### config.mk
export PLATFORM = sky130hd
export DESIGN_NAME = im_port_arbiter
export DESIGN_NICKNAME = d
export VERILOG_FILES = /design/src/rtl/im_port_arbiter.sv
export SDC_FILE = /design/constraint.sdc
export NUM_CORES = 1
export LEC_CHECK = 0
export ABC_AREA = 1
export CORE_ASPECT_RATIO = 0.5
export CORE_MARGIN = 10
export CORE_UTILIZATION = 24
export DETAILED_ROUTE_END_ITERATION = 8
export PLACE_DENSITY = 0.95
export SLEW_MARGIN = 20
export SYNTH_ARGS = -nofsm -noshare
export SYNTH_HDL_FRONTEND = slang
export SYNTH_SLANG_ARGS = --single-unit
### constraint.sdc
create_clock -name clk -period 3 [get_ports clk]
set_clock_uncertainty 0.05 [all_clocks]
set_input_delay 0.6 -clock clk [delete_from_list [all_inputs] [get_ports clk]]
set_output_delay 0.6 -clock clk [all_outputs]
set_load 0.01 [all_outputs]
### src/rtl/im_port_arbiter.sv
// im_port_arbiter: shares the single-port instruction RAM between the fetch
// stage and the boot/debug loader. One access is granted per cycle. Each read
// is tagged so that the RAM output goes back to the right requester on the
// following cycle. A fetched word is squashed to a nop when its fetch carried
// an exception.
module im_port_arbiter #(
    parameter int ADDR_W     = 13,
    parameter int DATA_W     = 32,
    parameter int LBURST_MAX = 8
) (
    input  logic              clk,
    input  logic              reset,
    input  logic              boot_mode,
    input  logic              f_req,
    input  logic [ADDR_W-1:0] f_addr,
    input  logic              f_exc,
    output logic              f_gnt,
    output logic              f_rvalid,
    output logic [DATA_W-1:0] f_rdata,
    input  logic              l_req,
    input  logic              l_we,
    input  logic [3:0]        l_be,
    input  logic [ADDR_W-1:0] l_addr,
    input  logic [DATA_W-1:0] l_wdata,
    output logic              l_gnt,
    output logic              l_rvalid,
    output logic [DATA_W-1:0] l_rdata,
    output logic [3:0]        ram_we,
    output logic [ADDR_W-1:0] ram_addr,
    output logic [DATA_W-1:0] ram_din,
    input  logic [DATA_W-1:0] ram_dout
);

    localparam int                CNT_W     = $clog2(LBURST_MAX + 1);
    localparam logic [CNT_W-1:0] BURST_LIM = CNT_W'(LBURST_MAX);

    // Owner of the word the RAM returns on the current cycle.
    typedef enum logic [1:0] {
        RSP_NONE  = 2'd0,
        RSP_FETCH = 2'd1,
        RSP_LOAD  = 2'd2
    } rsp_t;

    rsp_t             rsp, rsp_next;
    logic             exc_q;
    logic [CNT_W-1:0] burst_cnt, burst_next;

    // Grant decision: boot mode hands the RAM to the loader. Under contention
    // the loader wins until it has taken LBURST_MAX grants in a row.
    always_comb begin
        // NOTE: every combinational output gets a default first, so that no
        // branch can leave one unassigned and infer a latch.
        f_gnt = 1'b0;
        l_gnt = 1'b0;
        if (!reset) begin
            if (boot_mode) begin
                l_gnt = l_req;
            end else if (f_req && l_req) begin
                if (burst_cnt == BURST_LIM) f_gnt = 1'b1;
                else                        l_gnt = 1'b1;
            end else begin
                f_gnt = f_req;
                l_gnt = l_req;
            end
        end
    end

    // RAM drive: the winner's address, and write strobes only for a loader write.
    // When nothing is granted the fetch address idles on the bus.
    always_comb begin
        ram_addr = l_gnt ? l_addr : f_addr;
        ram_we   = 4'b0000;
        ram_din  = '0;
        if (l_gnt && l_we) begin
            ram_we  = l_be;
            ram_din = l_wdata;
        end
    end

    // Next state of the burst counter and the response tag.
    always_comb begin
        burst_next = burst_cnt;
        if (boot_mode || !f_req || f_gnt)
            burst_next = '0;
        else if (l_gnt && burst_cnt != BURST_LIM)
            burst_next = burst_cnt + 1'b1;

        rsp_next = RSP_NONE;
        if (f_gnt)
            rsp_next = RSP_FETCH;
        else if (l_gnt && !l_we)
            rsp_next = RSP_LOAD;
    end

    // State registers. An async reset drops any in-flight response.
    always_ff @(posedge clk or posedge reset) begin
        if (reset) begin
            rsp       <= RSP_NONE;
            exc_q     <= 1'b0;
            burst_cnt <= '0;
        end else begin
            // NOTE: use non-blocking assignments for all state, so that every
            // register samples values from before the clock edge.
            rsp       <= rsp_next;
            burst_cnt <= burst_next;
            if (f_gnt) exc_q <= f_exc;
        end
    end

    // Response steering: the RAM word goes to the owner recorded in the tag.
    // A non-valid port reads as zero.
    always_comb begin
        f_rvalid = (rsp == RSP_FETCH);
        l_rvalid = (rsp == RSP_LOAD);
        f_rdata  = (f_rvalid && !exc_q) ? ram_dout : '0;
        l_rdata  = l_rvalid ? ram_dout : '0;
    end

endmodule

==> flow_summary.toml <==
[synth]
synthXorXnorAreaFrac = 0
synth_adder_area_share = 0.0185
synth_cells = 280
synth_warnings = 0
ys_types = 19
avgSynthCellArea_um2 = 4.83
synthSimpleGateAreaFrac = 0.550
synth_compound_gate_area_share = 0.0129
ys_seq_elements = 7
synth_mux_area_frac = 0
synth_area_um2 = 1350
synth.yosys.seq_area_share = 0.129
synth_top_family_by_area = "simple AND/OR/NAND/NOR gates"
synth_nets = 383

[floorplan]
initial_core_util = 0.248
die_w_um = 126
die_h_um = 73.1
die_area_um2 = 9230
core_area_um2 = 5470
num_rows = 19
io-pin-count = 218

[worst_hold_path]
min_path_type = "flip-flop to flip-flop"

[critical_path]
crit_start = "f_req"
ff2ff_setup_slack_ns = 1.59
cp-endpoint = "ram_din[20]"
critical_path_class = "input pin to output port"
arrival_ns = 2.28
r2r-start = "burst_cnt[0]"
required_ns = 2.35
r2r_end = "burst_cnt[2]"
worst-path-max-fanout = 5
ff2ff_path_depth = 8
cp-end-kind = "output port"
start_kind = "input pin"

[placed_design]
port-buffer-count = 217
dpl.hpwl_mm = 7.85
gp_congestion = 0.925
pre_cts_ws_ns = -0.00435

[drt]
drtPass1Iterations = 4
routed-via-count = 2325
wl_mm = 8.99
wl_per_cell_um = 15.7
drt.antenna.violating_nets = 0
route.detailed.drc = 0
routed_via_density = 4.05
drtIter0Drc = 103

[global_routing]
grt_usage = 0.171
grt_max_degree = 33
grt_pass1_wl_mm = 12.9
grt.overflow.total = 0
grt_pass1_vias = 2374
antenna_found_initial = 0

[timing]
maxSlewViolCount = 0
hold_viol = 0
clock.fmax_mhz = 341
tns_ns = 0
layout_setup_ws_ns = 0.0657
period_minus_slack_ns = 2.93
worst_pin_slew_ns = 0.962
finalCritPeriodShare = 0.978
max_slew_margin = 0.358
setup_viol = 0

[clocking]
root_buffer = "clkbuf_16"
cts_sinks = 7
cts_tree = "yes"
cts_hold_buffers = 0
clkTransAtPathRegs_ns = 0.04
numCtsBuffers = 3
clock_path_buffers = 2
insertion_delay_ns = 0.23
h-tree-depth = 1

[finish]
n_antenna_cell = 0
fillers = 448
syn_to_final_growth_pct = 177
fin_nets = 605
fin_util = 0.687
drive_gt1_frac = 0.0619

[outcome]
status = "completed"

[pwr]
p_leak_nw = 1.99
vdd_drop_max_v = 0.000171
power.density_nw_per_um2 = 185

[flow_run]
drv_cap = 0
how the worst min path moves through the flow:
| stage | start | end | slack, ns | cells after the start |
|---|---|---|---|---|
| detailed placement | exc_q | exc_q | 0.42 | 2 |
| finish | exc_q | exc_q | 0.42 | 2 |
| global placement | exc_q | exc_q | 0.41 | 2 |
| CTS | exc_q | exc_q | 0.43 | 2 |
| global route | exc_q | exc_q | 0.47 | 2 |
| floorplan | reset | burst_cnt[0] | 0.35 | 1 |
cell usage after synthesis:
cell / count / area [um2]
o21bai_1: 1 / 7.51
nor3_1: 1 / 5.00
buf_2: 4 / 20.0
o21ai_0: 1 / 5.00
nor2_2: 11 / 68.8
nand2_1: 42 / 158
nand2_2: 1 / 6.26
dfrtp_1: 7 / 175
nand3_1: 18 / 90.1
buf_8: 1 / 15.0
inv_1: 82 / 308
nand3_4: 1 / 17.5
nand2_4: 1 / 11.3
nor2_8: 1 / 20.0
clkbuf_1: 4 / 15.0
nor2_1: 98 / 368
ha_1: 2 / 25.0
a21oi_1: 1 / 5.00
buf_6: 3 / 33.8
placed cells by master (no fill, tap or decap):
master	count
dfrtp_1	7
nand2_4	1
inv_1	82
nor2_1	98
clkbuf_16	3
nand2_8	1
nor2_2	10
o21bai_1	1
nor2_8	1
nand3_4	1
nor2_4	1
dlymetal6s2s_1	8
ha_1	2
nor3_2	1
buf_4	11
dlygate4sd2_1	2
buf_12	1
nand2_1	42
clkdlybuf4s50_1	207
clkbuf_1	1
a21oi_1	1
o21ai_0	1
nand3_1	18
logic make-up (layout without fill, tap and decap cells):
| family | after synthesis | in the layout |
|---|---|---|
| fa+ha+maj | 2 | 2 |
| compound gates | 3 | 3 |
| simple gates | 174 | 174 |
| flops | 7 | 7 |
| buf+inv | 94 | 315 |
layout make-up:
class                      count  area, um2  area share
clock buffer                   4       78.8      0.0210
inverter                      82        308      0.0819
multi-input combinational    179        811       0.216
sequential                     7        175      0.0466
tap                           73       91.3      0.0243
timing repair buffer         229       2290       0.610
power by group:
group / internal (mW) / switching, mW / total, mW
combinational: 0.224 / 0.142 / 0.365
clock: 0.177 / 0.0513 / 0.228
sequential: 0.0989 / 0.00206 / 0.101
worst max-delay path, cell delays in order:
cell and delay (ns):
clkdlybuf4s50_1 0.42, inv_1 0.13, nor2_4 0.06, nand2_4 0.13, nand3_4 0.10, buf_4 0.17, nor2_1 0.11, clkdlybuf4s50_1 0.56
routing by layer:
| layer | vias up | track usage | share of wire |
|---|---|---|---|
| met3 | 12 | 0.0355 | 0.055 |
| met2 | 75 | 0.365 | 0.59 |
| met4 | 0 | 0.0414 | 0.014 |
| met1 | 1023 | 0.165 | 0.34 |
| met5 | - | 0 | 0 |
| li1 | 1215 | - | - |
through the flow:
stage | std cells | power (mW) | hold slack [ns] | area (um2)
final | 574 | 0.694 | 0.423 | 3760
after global placement | 569 | 0.459 | 0.406 | 3630
after floorplan | 280 | 0.215 | 0.353 | 1350
after CTS | 573 | 0.695 | 0.429 | 3700
after detailed placement | 569 | 0.466 | 0.420 | 3630
after global routing | 574 | 0.732 | 0.471 | 3760
what timing repair did:
action	in CTS	in global routing
gates resized for setup	2	12
endpoints found under the setup margin	2	24
buffers inserted	0	1
sequential cells by signal (all words and copies together) (netlist names):
signal,cells
exc_q,1
burst_cnt,4
rsp,2
No activity file was read; power rests on OpenSTA's default activity.
